<file path="config.mk">
export PLATFORM = sky130hd
export DESIGN_NAME = fetch_unit_flat
export DESIGN_NICKNAME = d
export VERILOG_FILES = /design/src/rtl/mcu_pkg.sv /design/src/rtl/fetch_unit_if.sv /design/src/rtl/fetch_queue.sv /design/src/rtl/fetch_unit.sv /design/src/flat_wrapper.sv
export SDC_FILE = /design/constraint.sdc
export NUM_CORES = 1
export LEC_CHECK = 0
export ABC_AREA = 0
export CORE_ASPECT_RATIO = 0.5
export CORE_MARGIN = 2
export CORE_UTILIZATION = 40
export DETAILED_ROUTE_END_ITERATION = 10
export PLACE_DENSITY = 0.66
export SLEW_MARGIN = 20
export SYNTH_ARGS = -nofsm -noshare
export SYNTH_HDL_FRONTEND = slang
export SYNTH_HIERARCHICAL = 1
export SYNTH_SLANG_ARGS = --single-unit
</file>
<file path="constraint.sdc">
create_clock -name clk -period 5.24 [get_ports clk]
set_input_delay 1.048 -clock clk [delete_from_list [all_inputs] [get_ports clk]]
set_output_delay 1.048 -clock clk [all_outputs]
set_load 0.05 [all_outputs]
</file>
<file path="src/rtl/mcu_pkg.sv">
// Shared MCU definitions: bus widths, fetch FSM states and the queue entry layout.
package mcu_pkg;

  localparam int ADDR_W = 16;
  localparam int DATA_W = 16;

  typedef enum logic {
    IDLE   = 1'b0,
    ACCESS = 1'b1
  } fetch_state_t;

  typedef struct packed {
    logic [ADDR_W-1:0] pc;
    logic [DATA_W-1:0] instr;
  } fetch_entry_t;

endpackage

</file>
<file path="src/rtl/fetch_unit_if.sv">
// Fetch unit bus bundle: ROM address/read-enable/data plus the decode-side
// instruction handshake and the control inputs from the core.
//
// Handshake: instr_valid/instr_ready is strict valid/ready. The fetch unit
// raises instr_valid whenever its queue holds an entry and keeps instr and
// instr_pc unchanged until the entry is taken. A transfer (pop) happens on
// every rising edge where instr_valid & instr_ready are both high. instr_ready
// may be driven freely and never depends on instr_valid being low.
interface fetch_unit_if;
  import mcu_pkg::*;

  logic [ADDR_W-1:0] MAR;
  logic              LDMAR;
  logic [DATA_W-1:0] MDR;
  logic [DATA_W-1:0] instr;
  logic [ADDR_W-1:0] instr_pc;
  logic              instr_valid;
  logic              instr_ready;
  logic              redirect;
  logic [ADDR_W-1:0] redirect_pc;
  logic              halt;

  // Fetch unit side.
  modport master (
    output MAR, LDMAR, instr, instr_pc, instr_valid,
    input  MDR, instr_ready, redirect, redirect_pc, halt
  );

  // ROM / decode / core side.
  modport slave (
    input  MAR, LDMAR, instr, instr_pc, instr_valid,
    output MDR, instr_ready, redirect, redirect_pc, halt
  );

endinterface

</file>
<file path="src/rtl/fetch_queue.sv">
// Small synchronous FIFO of fetched {pc, instr} entries. Flush dominates push
// and pop; head reads as zero while the queue is empty.
module fetch_queue
  import mcu_pkg::*;
#(
  parameter int QDEPTH = 2
) (
  input  logic                         clk,
  input  logic                         rst_n,
  input  logic                         push,
  input  fetch_entry_t                 push_data,
  input  logic                         pop,
  input  logic                         flush,
  output logic [$clog2(QDEPTH+1)-1:0]  count,
  output fetch_entry_t                 head
);

  localparam int PTR_W = $clog2(QDEPTH);

  fetch_entry_t     mem [QDEPTH];
  logic [PTR_W-1:0] rd_ptr;
  logic [PTR_W-1:0] wr_ptr;

  // Pointer advance with wrap at the (possibly non power-of-two) depth.
  function automatic logic [PTR_W-1:0] next_ptr(input logic [PTR_W-1:0] p);
    return (p == PTR_W'(QDEPTH - 1)) ? '0 : p + 1'b1;
  endfunction

  // Pointer and occupancy bookkeeping; flush empties the queue outright.
  always_ff @(posedge clk or negedge rst_n) begin
    if (!rst_n) begin
      rd_ptr <= '0;
      wr_ptr <= '0;
      count  <= '0;
    end else if (flush) begin
      rd_ptr <= '0;
      wr_ptr <= '0;
      count  <= '0;
    end else begin
      if (push) wr_ptr <= next_ptr(wr_ptr);
      if (pop)  rd_ptr <= next_ptr(rd_ptr);
      case ({push, pop})
        2'b10:   count <= count + 1'b1;
        2'b01:   count <= count - 1'b1;
        default: count <= count;
      endcase
    end
  end

  // Entry storage; contents are only observable through head when count != 0.
  always_ff @(posedge clk) begin
    if (push && !flush) mem[wr_ptr] <= push_data;
  end

  assign head = (count != '0) ? mem[rd_ptr] : '0;

  // The start logic only launches an access when a slot will be free at capture.
  a_no_push_when_full: assert property (
    @(posedge clk) disable iff (!rst_n)
    (push && !flush) |-> (int'(count) < QDEPTH)
  );

endmodule

</file>
<file path="src/rtl/fetch_unit.sv">
// Instruction fetch sequencer: owns the PC, runs one non-pipelined ROM access
// at a time (MAR/LDMAR), captures MDR after READ_LAT cycles into a small queue
// and hands instructions to decode. Redirect flushes everything and restarts.
module fetch_unit
  import mcu_pkg::*;
#(
  parameter logic [ADDR_W-1:0] RESET_PC = 16'h0000,
  parameter int                READ_LAT = 1,
  parameter int                QDEPTH   = 2
) (
  input  logic         clk,
  input  logic         rst_n,
  fetch_unit_if.master bus,
  output fetch_state_t dbg_state
);

  fetch_state_t                state;
  fetch_state_t                state_d;
  logic [ADDR_W-1:0]           pc;
  logic [ADDR_W-1:0]           pc_d;
  logic [1:0]                  cnt;
  logic [1:0]                  cnt_d;
  logic                        push;
  logic                        pop;
  logic                        last;
  logic                        room_idle;
  logic                        room_cont;
  logic [$clog2(QDEPTH+1)-1:0] count;
  fetch_entry_t                head;
  fetch_entry_t                push_data;

  assign pop  = bus.instr_valid & bus.instr_ready;
  assign last = (cnt == 2'(READ_LAT - 1));

  // Room checks: an access may begin only if its word will fit at capture time.
  assign room_idle = (int'(count) - int'(pop)) < QDEPTH;
  assign room_cont = (int'(count) + 1 - int'(pop)) < QDEPTH;

  // MAR always shows the PC of the current or next access.
  assign push_data = '{pc: pc, instr: bus.MDR};

  // State, PC and latency counter registers.
  always_ff @(posedge clk or negedge rst_n) begin
    if (!rst_n) begin
      state <= IDLE;
      pc    <= RESET_PC;
      cnt   <= '0;
    end else begin
      state <= state_d;
      pc    <= pc_d;
      cnt   <= cnt_d;
    end
  end

  // Next-state logic: redirect beats capture, pop and start.
  always_comb begin
    state_d = state;
    pc_d    = pc;
    cnt_d   = cnt;
    push    = 1'b0;
    if (bus.redirect) begin
      state_d = IDLE;
      pc_d    = bus.redirect_pc;
      cnt_d   = '0;
    end else begin
      case (state)
        IDLE: begin
          if (!bus.halt && room_idle) state_d = ACCESS;
        end
        ACCESS: begin
          if (last) begin
            push    = 1'b1;
            pc_d    = pc + 1'b1;
            cnt_d   = '0;
            state_d = (!bus.halt && room_cont) ? ACCESS : IDLE;
          end else begin
            cnt_d = cnt + 2'd1;
          end
        end
        default: state_d = IDLE;
      endcase
    end
  end

  fetch_queue #(
    .QDEPTH(QDEPTH)
  ) u_queue (
    .clk       (clk),
    .rst_n     (rst_n),
    .push      (push),
    .push_data (push_data),
    .pop       (pop),
    .flush     (bus.redirect),
    .count     (count),
    .head      (head)
  );

  assign bus.MAR         = pc;
  assign bus.LDMAR       = (state == ACCESS);
  assign bus.instr       = head.instr;
  assign bus.instr_pc    = head.pc;
  assign bus.instr_valid = (count != '0);
  assign dbg_state       = state;

endmodule

</file>
<file path="src/flat_wrapper.sv">
// flat-port wrapper written by rule: the top's interface ports become plain ports
module fetch_unit_flat import mcu_pkg::*;
#(
  parameter logic [ADDR_W-1:0] RESET_PC = 16'h0000,
  parameter int                READ_LAT = 1,
  parameter int                QDEPTH   = 2
)
  (clk, rst_n, dbg_state, bus_MAR, bus_LDMAR, bus_instr, bus_instr_pc, bus_instr_valid, bus_MDR, bus_instr_ready, bus_redirect, bus_redirect_pc, bus_halt);
  fetch_unit_if bus_i ();
  input  logic clk;
  input  logic rst_n;
  output fetch_state_t dbg_state;
  output wire logic [$bits(bus_i.MAR)-1:0] bus_MAR;
  output wire logic [$bits(bus_i.LDMAR)-1:0] bus_LDMAR;
  output wire logic [$bits(bus_i.instr)-1:0] bus_instr;
  output wire logic [$bits(bus_i.instr_pc)-1:0] bus_instr_pc;
  output wire logic [$bits(bus_i.instr_valid)-1:0] bus_instr_valid;
  input wire logic [$bits(bus_i.MDR)-1:0] bus_MDR;
  input wire logic [$bits(bus_i.instr_ready)-1:0] bus_instr_ready;
  input wire logic [$bits(bus_i.redirect)-1:0] bus_redirect;
  input wire logic [$bits(bus_i.redirect_pc)-1:0] bus_redirect_pc;
  input wire logic [$bits(bus_i.halt)-1:0] bus_halt;
  assign bus_MAR = bus_i.MAR;
  assign bus_LDMAR = bus_i.LDMAR;
  assign bus_instr = bus_i.instr;
  assign bus_instr_pc = bus_i.instr_pc;
  assign bus_instr_valid = bus_i.instr_valid;
  assign bus_i.MDR = bus_MDR;
  assign bus_i.instr_ready = bus_instr_ready;
  assign bus_i.redirect = bus_redirect;
  assign bus_i.redirect_pc = bus_redirect_pc;
  assign bus_i.halt = bus_halt;
  fetch_unit #(.RESET_PC(RESET_PC), .READ_LAT(READ_LAT), .QDEPTH(QDEPTH)) u_core (.clk(clk), .rst_n(rst_n), .bus(bus_i), .dbg_state(dbg_state));
endmodule
</file>
-- Word level (Yosys, flattened, before mapping)
Memories as Yosys holds them, arrays and structs flattened.
Cells that the tools add are included.
- add/sub/neg operators: 9
- $mul: 0
- divide/modulo/power cells: 0
- $lt $le $gt $ge: 2
- equality and inequality tests: 2
- shifts and indexed selects: 0
- multiplexer cells: 25
- bitwise operators: 2
- reductions and logical operators: 13
- operator list (kind ; number):
    $lt A32 B3 Y1 const B ; 2
    $mux W16 ; 3
    $mux W32 ; 1
    $sub A32 B2 Y32 ; 1
    $add A16 B1 Y16 const B ; 1
    $mux W1 ; 15
    $reduce_bool A2 Y1 ; 5
    $mux W2 ; 4
    $add A2 B1 Y2 const B ; 2
    $pmux W2 S2 ; 1
    $add A2 B1 Y3 const B ; 1
    $logic_and A1 B1 Y1 ; 3
    $reduce_bool A3 Y1 ; 1
    $sub A2 B1 Y3 ; 1
    $add A1 B1 Y1 const B ; 2
    $eq A2 B1 Y1 const B ; 1
    $eq A2 B2 Y1 const B ; 1
    $logic_not A1 Y1 ; 2
    $logic_not A2 Y1 ; 1
    $pmux W1 S2 ; 1
    $reduce_and A2 Y1 ; 1
    $sub A2 B1 Y2 const B ; 1
    $and A1 B1 Y1 ; 1
    $not A1 Y1 ; 1
- register bits after elaboration: 23
- latch bits: 0
- memory bits (writable): 64
- memory bits (read-only): 0
- input port bits: 37
- output and inout bits: 51
- logic and storage cells: 60
- memories kept: 1
- memory list (memory ; words ; bits a word ; read ports ; clocked after memory_dff ; write ports ; line ; RTL):
    u_core.u_queue.mem ; 2 ; 32 ; 1 ; 0 ; 1 ; fetch_queue.sv:20 ; fetch_entry_t mem [QDEPTH];

-- Longest topological paths before layout
Gate-level depths: netlist of the first run.
- word-level depth: 9
- mapped depth: 7
- depth with buffers taken out: 7

-- Hierarchy
Netlist of the first run, hierarchy kept.
- modules (own cells, without submodules) (module ; times used ; cells each ; area an instance (sq um) ; sequential area each (sq um)):
    fetch_queue ; 1 ; 155 ; 2631.3 ; 2021.9
    fetch_unit ; 1 ; 120 ; 1109.8 ; 475.5

-- Least setup slack after synthesis of the first run
Ideal clock, no wire load.
- kind: input to register
- start point: input port bus_redirect
- end point: memory u_core/u_queue/mem[0][0] in the netlist's numbering (enable)
- setup time: 0.468 ns
- arrival: 4.140 ns
- required time: 4.772 ns
- setup slack: 0.632 ns
- stages on the path: 4
- path buffers: 2
- path through: clkbuf_1 clkbuf_1 nor2_1 nor3b_1
- word-level cells in the longest chain between the ends: 4
- elaborated cells on any way between the ends: 5
- classes of those cells: mux (3); reduce/logical (2)
- ends and longest elaborated chain (item ; line ; RTL):
    start, declared ; flat_wrapper.sv:20 ; input wire logic [$bits(bus_i.redirect)-1:0] bus_redirect;
    $mux W1 ; fetch_unit.sv:61 ; if (bus.redirect) begin
    net u_core.push ; fetch_unit.sv:23 ; logic push;
    $logic_and A1 B1 Y1 ; fetch_queue.sv:52 ; if (push && !flush) mem[wr_ptr] <= push_data;
    $mux W1 ; fetch_queue.sv:52 ;
    $mux W1 (not written as such) ; fetch_queue.sv:52 ;
    end, declared ; fetch_queue.sv:20 ;
The timed path passes the listed nets, and every way through them passes these cells.

-- Final worst setup path of the first run
- start point: register u_core.u_queue.count[0]
- end point: output port bus_instr_pc[3]
- word-level cells in the longest chain between the ends: 2
- ends and longest elaborated chain (item ; line ; RTL):
    start, declared ; fetch_queue.sv:14 ; output logic [$clog2(QDEPTH+1)-1:0] count,
    start signal, assigned ; fetch_queue.sv:43 ; 2'b10: count <= count + 1'b1;
    start signal, assigned ; fetch_queue.sv:44 ; 2'b01: count <= count - 1'b1;
    start signal, assigned ; fetch_queue.sv:45 ; default: count <= count;
    $reduce_bool A2 Y1 ; fetch_queue.sv:55 ; assign head = (count != '0) ? mem[rd_ptr] : '0;
    $mux W32 ; fetch_queue.sv:55 ;
    end, declared ; flat_wrapper.sv:16 ; output wire logic [$bits(bus_i.instr_pc)-1:0] bus_instr_pc;
Every way passes these cells.

==> results of run 1 <==
report_power, final:
group	internal [mW]	switching (mW)	total, mW
clock	0.479	0.231	0.710
combinational	0.180	0.309	0.489
sequential	0.770	0.0577	0.828
sequential cells by signal, indices dropped and copies added (netlist names):
signal	cells
u_core/bus.LDMAR	1
u_core/u_queue/rd_ptr	1
u_core/u_queue/wr_ptr	1
u_core/bus.MAR	16
u_core/u_queue/mem	64
u_core/cnt	2
u_core/u_queue/count	2
per-stage QoR:
| stage | std cells | cell area [um2] | hold slack, ns | util |
|---|---|---|---|---|
| 3_5_place_dp | 470 | 4700 | 0.544 | 0.529 |
| 4_1_cts | 486 | 5040 | 0.557 | 0.567 |
| 5_1_grt | 486 | 5030 | 0.573 | 0.566 |
| 3_3_place_gp | 470 | 4700 | 0.502 | 0.529 |
| 6_report | 486 | 5030 | 0.543 | 0.566 |
| 2_1_floorplan | 275 | 3740 | 0.486 | - |
path summary, 6_finish.rpt:
kind                                         start                       end  slack, ns
hold reg to reg                      u_core/cnt[0]             u_core/cnt[0]       0.54
setup reg to reg                     u_core/cnt[0]  u_core/u_queue/mem[0][6]       2.99
hold / removal                       u_core/cnt[0]             u_core/cnt[0]       0.54
max in group asynchronous                    rst_n     u_core/u_queue/rd_ptr       4.18
setup / recovery           u_core/u_queue/count[0]           bus_instr_pc[3]       1.57
min in group asynchronous                    rst_n         u_core/bus.MAR[4]       0.69
area by class of cell:
cell class	instances	area, um2
Sequential cell	87	2500
Timing Repair Buffer	91	896
Multi-Input combinational cell	171	1140
Clock buffer	13	250
Tap cell	117	146
Clock inverter	3	90.1
Inverter	4	15.0
Fill cell	724	3850
cell usage in the layout, fill, tap and decap left out, drive strengths merged:
master,instances
clkdlybuf4s50,86
edfxtp,64
nor2,42
mux2i,35
dfrtp,23
nand2,17
o21ai,14
clkbuf,13
xor2,11
nand3,6
nand4,6
buf,5
inv,4
and4,4
bufinv,3
and2,3
a21oi,3
or4,3
a31oi,3
ha,3
nor3b,3
nand2b,2
o31ai,2
o31a,2
and3b,2
xnor2,2
nor3,2
or2,1
o21bai,1
or2b,1
or3,1
nor2b,1
nor4,1
critical path, stage by stage (launching register included):
cell	delay, ns
dfrtp_1	0.44
nor2_2	0.78
buf_4	0.30
nor2_1	0.06
clkdlybuf4s50_1	0.70
layer usage:
metal,routed length (um),global-route usage,part of all wire,vias up
li1,-,-,-,1172
met1,3340,0.185,0.45,1181
met2,3700,0.267,0.50,56
met3,314,0.0449,0.042,10
met4,77,0.0544,0.010,0
met5,0,0,0,-
logic make-up (layout without fill, tap and decap cells):
logic type | count (synthesis) | after routing
compound gates | 25 | 25
xor+xnor | 13 | 13
fa+ha+maj | 3 | 3
buf+inv | 17 | 111
flops | 87 | 87
mux | 35 | 35
simple gates | 95 | 95
==> impl_metrics.tcl, run 1 <==
set metrics [dict create \
    status "finished clean" \
    root_buffer "clkbuf_16" \
    worstMarginPinSlew_ns 0.981 \
    ant_nets 0 \
    power_leakage_nw 1.76 \
    yosysWarnings 6 \
    max_freq_ghz 0.273 \
    place_congestion 0.758 \
    antenna_found_initial 0 \
    drcViolationCount 0 \
    start_util 0.421 \
    setup-violations-final 0 \
    cts.sinks 87 \
    hold_depth 2 \
    post-route-period-util 0.700 \
    num_io_pins 88 \
    skew_ns 0.00515 \
    final.setup.tns_ns 0 \
    dr.pass1.iters 5 \
    core_um2 8890 \
    finalHoldViolCount 0 \
    grt_pass1_vias 2428 \
    synthXorXnorAreaFrac 0.0304 \
    drt-initial-drc-count 156 \
    layout-drive-gt1-share 0.0678 \
    hold_class "flip-flop to flip-flop" \
    vias 2419 \
    syn_nets 315 \
    synth.area.mux_share 0.0936 \
    grt_pass1_wl_um 11800 \
    synth_compound_area_frac 0.0385 \
    criticalPathCategory "flip-flop to output pin" \
    ys_ff_latch 87 \
    critPathRequiredTime_ns 4.19 \
    crit_path_max_fanout 23 \
    cp.arrival_ns 2.62 \
    insertion_delay_ns 0.33 \
    rsz0062_at_grt "false" \
    drv_cap 0 \
    io_buffer_count 87 \
    clk_path_buf_depth 2 \
    yosys-top-cells-area "edfxtp_1, dfrtp_1, mux2i_1" \
    nets 404 \
    synth_edf_count 64 \
    netlist_instances 275 \
    yosys.area.top_type "edfxtp_1" \
    synth-simple-area-share 0.130 \
    syn2layout_area_growth_pct 34.6 \
    preCtsSetupSlack_ns 1.86 \
    yosysSeqAreaShare 0.668 \
    synth_top_area_frac 0.514 \
    maxSlewViolCount 0 \
    fin_crit_ns 3.67 \
    relSlewSlack 0.345 \
    track_usage 0.153 \
    cts_inserted_buffers 9 \
    synth_top_family_by_area "simple AND/OR/NAND/NOR gates" \
    end_kind "output pin" \
    power.density_nw_per_um2 403 \
    r2r_cells 6 \
    ctsHtreeMaxLevel 3 \
    synth_common_cells "edfxtp_1, nor2_1, mux2i_1, dfrtp_1, nand2_1" \
    peakVddDrop_uv 195 \
    wl_per_cell_um 15.3 \
    synth_fa_ha_area_frac 0.0100 \
    grt-ovfl-total 0 \
    synth.most_common_cell "edfxtp_1" \
    syn_area_um2 3740 \
    post_cts_resized 0 \
    fin_total_pwr_mw 2.03 \
    diodes 0 \
    wl_um 7430 \
    die_h_um 72.4 \
    setup_slack_ns 1.57 \
    post_cts_buffers 0 \
    critPathLaunchType "flip-flop" \
    ys.flop_type "edfxtp_1" \
    tritoncts "done" \
    dpl.hpwl_um 5010 \
    syn_area_per_cell_um2 13.6 \
    die_w_um 141 \
    cts.reportedPaths.clkPinSlew_ns 0.06 \
    die_area_um2 10200 \
    synthArstFlopShare 0.264 \
    grt_start_max_net_pins 39 \
    post_drt_via_cell_ratio 4.98 \
    cts_hold_buf 0 \
    rows 24 \
    yosysUniqueCellTypes 36 \
]
Note: power is estimated with default switching activity, not from simulation.
==> inputs of run 2 (changes only) <==
clock period = 3.5 ns   (was 5.24 ns; I/O delays follow)
==> impl_metrics.tcl, run 2 (synthesized netlist as in run 1, its figures left out) <==
set metrics [dict create \
    drv_cap 0 \
    die_w_um 141 \
    hold_class "primary input to asynchronous set/reset pin" \
    dpl.hpwl_um 4980 \
    die_area_um2 10200 \
    grt_pass1_vias 2364 \
    worstMarginPinSlew_ns 0.529 \
    r2r-start "u_core/cnt[0]" \
    ctsHtreeMaxLevel 3 \
    final_cell_mix "clkdlybuf4s50_1, edfxtp_1, nor2_1" \
    crit_path_max_fanout 17 \
    drcViolationCount 0 \
    grt-ovfl-total 0 \
    critPathLaunchType "flip-flop" \
    rows 24 \
    cts.sinks 87 \
    post_drt_via_cell_ratio 4.82 \
    r2r_end "u_core/u_queue/mem[0][6]" \
    wl_per_cell_um 14.9 \
    vias 2353 \
    antenna_found_initial 0 \
    post_cts_buffers 0 \
    grt_pass1_wl_um 11700 \
    num_io_pins 88 \
    skew_ns 0.00793 \
    hold_ws_ns 0.343 \
    ant_nets 0 \
    track_usage 0.153 \
    root_buffer "clkbuf_16" \
    layout-drive-gt1-share 0.0782 \
    criticalPathCategory "flip-flop to output pin" \
    status "finished clean" \
    post_cts_resized 0 \
    r2r_slack_ns 1.30 \
    largest_register "u_core/u_queue/mem" \
    nets 406 \
    relSlewSlack 0.647 \
    maxSlewViolCount 0 \
    post-route-period-util 0.875 \
    drt-initial-drc-count 154 \
    die_h_um 72.4 \
    cp.arrival_ns 2.36 \
    end_kind "output pin" \
    power_leakage_nw 1.77 \
    largest_reg_flops 64 \
    io_buffer_count 87 \
    tritoncts "done" \
    insertion_delay_ns 0.33 \
    critPathRequiredTime_ns 2.80 \
    peakVddDrop_uv 327 \
    rsz0062_at_grt "false" \
    fin_crit_ns 3.06 \
    layout_commonest_cell "clkdlybuf4s50_1" \
    place_congestion 0.772 \
    r2r_cells 6 \
    cts_inserted_buffers 9 \
    final.setup.tns_ns 0 \
    core_um2 8890 \
    cts_hold_buf 0 \
    fillers 710 \
    final_util 0.569 \
    dr.pass1.iters 5 \
    setup-violations-final 0 \
    wl_um 7280 \
    clk_path_buf_depth 2 \
    diodes 0 \
    syn2layout_area_growth_pct 35.1 \
    grt_start_max_net_pins 38 \
    cts.reportedPaths.clkPinSlew_ns 0.06 \
    finalHoldViolCount 0 \
    start_util 0.421 \
    max_freq_ghz 0.327 \
    power.density_nw_per_um2 599 \
]
-- run 2: power by group --
part           total, mW  switching [mW]  internal, mW  leakage, nW
Clock               1.05           0.355         0.695        0.166
Sequential          1.22          0.0708          1.15        0.862
Combinational      0.752           0.480         0.272        0.740
-- run 2: worst max path at each step --
stage	cells past startpoint	startpoint	end
floorplan	4	bus_redirect	u_core/u_queue/mem[0][0]
global placement	4	u_core/u_queue/rd_ptr	bus_instr_pc[0]
detailed placement	4	u_core/u_queue/rd_ptr	bus_instr_pc[2]
CTS	4	u_core/u_queue/rd_ptr	bus_instr_pc[2]
global route	4	u_core/u_queue/rd_ptr	bus_instr_pc[5]
finish	4	u_core/u_queue/rd_ptr	bus_instr_pc[2]
-- run 2: final cells by class --
| type | instances | area, um2 | area share |
|---|---|---|---|
| multi-input combinational | 171 | 1140 | 0.227 |
| timing repair buffer | 93 | 911 | 0.180 |
| clock inverter | 6 | 109 | 0.0215 |
| sequential | 87 | 2500 | 0.494 |
| clock buffer | 10 | 229 | 0.0453 |
| tap | 117 | 146 | 0.0290 |
| inverter | 4 | 15.0 | 0.00297 |
-- run 2: critical path, stage by stage (launching register included) --
cell and delay, ns:
dfrtp_2 0.68, buf_4 0.33, mux2i_1 0.10, nor2_1 0.11
clkdlybuf4s50_1 0.81
-- run 2: metrics by stage --
step                      worst slack [ns]  total power [mW]  cells  area, um2
after global placement               0.829              1.99    472       4720
after floorplan                      0.366              1.74    275       3750
after CTS                            0.408              3.05    488       5060
after detailed placement             0.764              2.00    472       4720
after global routing                 0.315              3.14    488       5050
final                                0.437              3.03    488       5050
-- run 2: metal layers --
layer	share of wire	vias to the layer above	wire [um]	track usage
met3	0.034	9	251	0.0442
met1	0.47	1112	3410	0.186
met5	0	-	0	0
met4	0.011	0	82	0.0567
met2	0.49	52	3530	0.264
li1	-	1180	-	-
==> inputs of run 3 (changes only) <==
CTS_CLUSTER_SIZE = 20   (was not set)
RECOVER_POWER = 25   (was not set)
==> impl_metrics.tcl, run 3 (synthesized netlist as in run 1, its figures left out) <==
set metrics [dict create \
    antenna_found_initial 0 \
    dr.pass1.iters 4 \
    setup_slack_ns 0.442 \
    tritoncts "done" \
    dp.cells 472 \
    place_congestion 0.772 \
    core_um2 8890 \
    rsz0062_at_grt "false" \
    grt_start_max_net_pins 38 \
    post_cts_buffers 0 \
    die_w_um 141 \
    largest_reg_flops 64 \
    register_area_um2 2500 \
    num_io_pins 88 \
    end_kind "output pin" \
    p_comb_frac 0.249 \
    finalHoldViolCount 0 \
    largest_register "u_core/u_queue/mem" \
    fillers 711 \
    layout-drive-gt1-share 0.0755 \
    final.setup.tns_ns 0 \
    ctsHtreeMaxLevel 3 \
    root_buffer "clkbuf_16" \
    post_drt_via_cell_ratio 4.84 \
    vias 2361 \
    preCtsSetupSlack_ns 0.764 \
    swShare 0.299 \
    critPathRequiredTime_ns 2.80 \
    cts.sinks 87 \
    drt-initial-drc-count 154 \
    peakVddDrop_uv 327 \
    critPathLaunchType "flip-flop" \
    syn2layout_area_growth_pct 35.1 \
    die_area_um2 10200 \
    dpl.hpwl_um 4980 \
    p_clk_frac 0.347 \
    nets 406 \
    io_buffer_count 87 \
    diodes 0 \
    insertion_delay_ns 0.33 \
    final_cell_mix "clkdlybuf4s50_1, edfxtp_1, nor2_1" \
    track_usage 0.153 \
    relSlewSlack 0.157 \
    start_util 0.421 \
    grt-ovfl-total 0 \
    die_h_um 72.4 \
    grt_pass1_wl_um 11700 \
    power_leakage_nw 1.77 \
    maxSlewViolCount 0 \
    crit_path_max_fanout 17 \
    fin_crit_ns 3.06 \
    wl_um 7290 \
    drcViolationCount 0 \
    rows 24 \
    worstMarginPinSlew_ns 1.26 \
    cts_hold_buf 0 \
    p_sw_mw 0.904 \
    wl_per_cell_um 14.9 \
    multiInputGateArea_um2 1140 \
    ant_nets 0 \
    cts_inserted_buffers 9 \
    drv_cap 0 \
    post-route-period-util 0.874 \
    power.density_nw_per_um2 599 \
    hold_class "flip-flop to flip-flop" \
    grt_pass1_vias 2364 \
    skew_ns 0.00793 \
    criticalPathCategory "flip-flop to output pin" \
    max_freq_ghz 0.327 \
    status "finished clean" \
    layout_commonest_cell "clkdlybuf4s50_1" \
    setup-violations-final 0 \
    clk_path_buf_depth 2 \
    post_cts_resized 0 \
    seqPwrFrac 0.405 \
    p_int_mw 2.12 \
    cp.arrival_ns 2.36 \
    cts.reportedPaths.clkPinSlew_ns 0.06 \
    instances_no_fill 488 \
]
==> run 3: cell count changes in the layout (fill, tap and decap cells not counted), sizes merged <==
| cell | previous run | this run |
|---|---|---|
| buf | 7 | 6 |
| clkdlybuf4s50 | 86 | 85 |
| dlygate4sd3 | 0 | 1 |
| clkbuf | 10 | 11 |
==> run 3: cell type report <==
type,count,area share
multi-input combinational,171,0.227
tap,117,0.0290
sequential,87,0.495
timing repair buffer,93,0.180
clock inverter,6,0.0215
inverter,4,0.00297
clock buffer,10,0.0453
==> run 3: per-stage QoR <==
| stage | total power, mW | cell area (um2) | hold slack (ns) | utilization |
|---|---|---|---|---|
| 2_1_floorplan | 1.74 | 3750 | 0.404 | - |
| 3_3_place_gp | 1.99 | 4720 | 0.502 | 0.531 |
| 3_5_place_dp | 2.00 | 4720 | 0.517 | 0.531 |
| 4_1_cts | 3.05 | 5060 | 0.530 | 0.569 |
| 5_1_grt | 3.14 | 5050 | 0.577 | 0.568 |
| 6_report | 3.02 | 5050 | 0.520 | 0.568 |
==> run 3: routing by layer <==
metal,track usage,vias to the layer above,routed length (um)
li1,-,1180,-
met3,0.0442,9,267
met1,0.186,1118,3360
met5,0,-,0
met4,0.0567,0,82
met2,0.264,54,3580
==> run 3: power groups by stage <==
| stage | clock (mW) | sequential [mW] | combinational [mW] |
|---|---|---|---|
| detailed placement | 0 | 1.24 | 0.758 |
| global route | 1.12 | 1.23 | 0.793 |
| finish | 1.05 | 1.22 | 0.752 |
| CTS | 1.07 | 1.22 | 0.759 |
| global placement | 0 | 1.24 | 0.749 |
| floorplan | 0 | 1.28 | 0.459 |
==> run 3: worst max-delay path, stage by stage, from the launching register on <==
cell and delay [ns]:
dfrtp_2 0.67, buf_4 0.33, mux2i_1 0.10, nor2_1 0.11, clkdlybuf4s50_1 0.81
==> run 3: final timing paths <==
kind / slack [ns] / startpoint / cells after the start / end
worst min register to register: 0.52 / u_core/cnt[0] / 2 / u_core/cnt[0]
min in group asynchronous: 0.62 / rst_n / 1 / u_core/cnt[0]
worst min-delay path: 0.52 / u_core/cnt[0] / 2 / u_core/cnt[0]
worst max-delay path: 0.44 / u_core/u_queue/rd_ptr / 4 / bus_instr_pc[2]
max in group asynchronous: 2.04 / rst_n / 1 / u_core/u_queue/rd_ptr
worst max register to register: 1.31 / u_core/cnt[0] / 6 / u_core/u_queue/mem[0][6]
==> patch (flow settings as in run 3) <==
The package constant `ADDR_W` goes from 16 to 14.
--- a/src/rtl/mcu_pkg.sv
+++ b/src/rtl/mcu_pkg.sv
@@ -1,7 +1,7 @@
 // Shared MCU definitions: bus widths, fetch FSM states and the queue entry layout.
 package mcu_pkg;
 
-  localparam int ADDR_W = 16;
+  localparam int ADDR_W = 14;
   localparam int DATA_W = 16;
 
   typedef enum logic {
Ports: changed (resized bus_MAR, bus_instr_pc and bus_redirect_pc); port bits go from 88 to 82. The function was not compared with the original's and may differ.
==> patch against run 3 <==
Sequential cell count shrank 6. Worst setup slack gained 92 ps. Core utilization grew 0.40 points. Worst hold slack gained 17 ps. Cell area shrank 7.1%. Area after synthesis shrank 7.1%. Via count shrank 5.4%. Routed wire length shrank 2.9%. Total power shrank 8.9%.
==> patch: results (changes against run 3) <==
[outcome]
status=finished, final reports clean

[worst_setup_path]
cp_max_fo=15  ; -2
crit_end=bus_instr[14]
reg2reg_to=u_core/u_queue/mem[0][15]$_DFFE_PP_
arrival_ps=2270  ; -90 ps

[synthesis]
syn_area_um2=3480  ; -7.1%
synth_commonest_cells=edfxtp_1, nor2_1, mux2i_1
async_flop_share=0.259  ; -0.00511
yosysUniqueCellTypes=35  ; -2.8%
ys_top_cells_by_area=edfxtp_1, dfrtp_1, mux2i_1, nor2_1, xnor2_1
synth-edff-count=60  ; -6.3%
syn_nets=296  ; -6.0%

[timing]
hold_slack_ps=537  ; +17.0 ps
worst_pin_slew_ps=969  ; -295 ps
clock-skew-final_ps=5.26  ; -2.66 ps

[power_and_ir_drop]
p_seq_w=0.00114  ; -7%
power.switching_w=0.000872  ; -3.5%
powerClk_w=0.000905  ; -14%
peakVddDrop_v=0.000265  ; -19%
leakage_nw=1.65  ; -6.8%

[global_route]
grtUsageMet3=0.0537  ; +0.00952
track_usage=0.158  ; +0.00525
grt_pass1_vias=2357  ; -0.30%
use_met1=0.193  ; +0.00683
grt_pass1_wl_um=11500  ; -1.7%
grtUsageMet2=0.270  ; +0.00596
grt_max_degree=35  ; -7.9%

[finish]
nFillCells=684  ; -3.8%
buffers=88  ; -5.4%
nonClkBufAreaFrac=0.183  ; +0.00306
multi_input_area_um2=1050  ; -8.4%
drive_above_1_share=0.0860  ; +0.0105
largest_reg_flops=60  ; -6.3%
seq_area_frac=0.496  ; +0.00145
multi_input_cells=158  ; -7.6%

[detailed_routing]
viasPerCell=4.85  ; +0.16%
finalWirelength_um=7070  ; -2.9%
drt-pass1-iter-count=5  ; +1

[place]
place_congestion=0.788  ; +2.0%
portBuffers=81  ; -6.9%

==> patch: cell families (layout without fill, tap and decap cells) <==
| logic type | count (synthesis) | in the layout | synth area share |
|---|---|---|---|
| and+or+nand+nor | 87 | 87 | 0.122 |
| DFF | 81 | 81 | 0.670 |
| AOI/OAI and AO/OA | 19 | 19 | 0.0292 |
| adders and majority gates | 3 | 3 | 0.0108 |
| muxes | 34 | 34 | 0.0983 |
| xor gates and xnor gates | 15 | 15 | 0.0378 |
| buffers and inverters | 19 | 110 | 0.0328 |
==> patch: through the flow <==
stage               total power, W  cells  cell area [um2]  setup WS (ps)
floorplan                  0.00162    258             3480            449
global placement           0.00187    445             4400            863
detailed placement         0.00188    445             4400            842
CTS                        0.00278    461             4700            489
global route               0.00287    461             4690            400
finish                     0.00275    461             4690            534
==> patch: routing by layer <==
| layer | vias up | wire [um] |
|---|---|---|
| met4 | 0 | 56 |
| met5 | - | 0 |
| met2 | 67 | 3650 |
| li1 | 1098 | - |
| met1 | 1062 | 2950 |
| met3 | 7 | 419 |
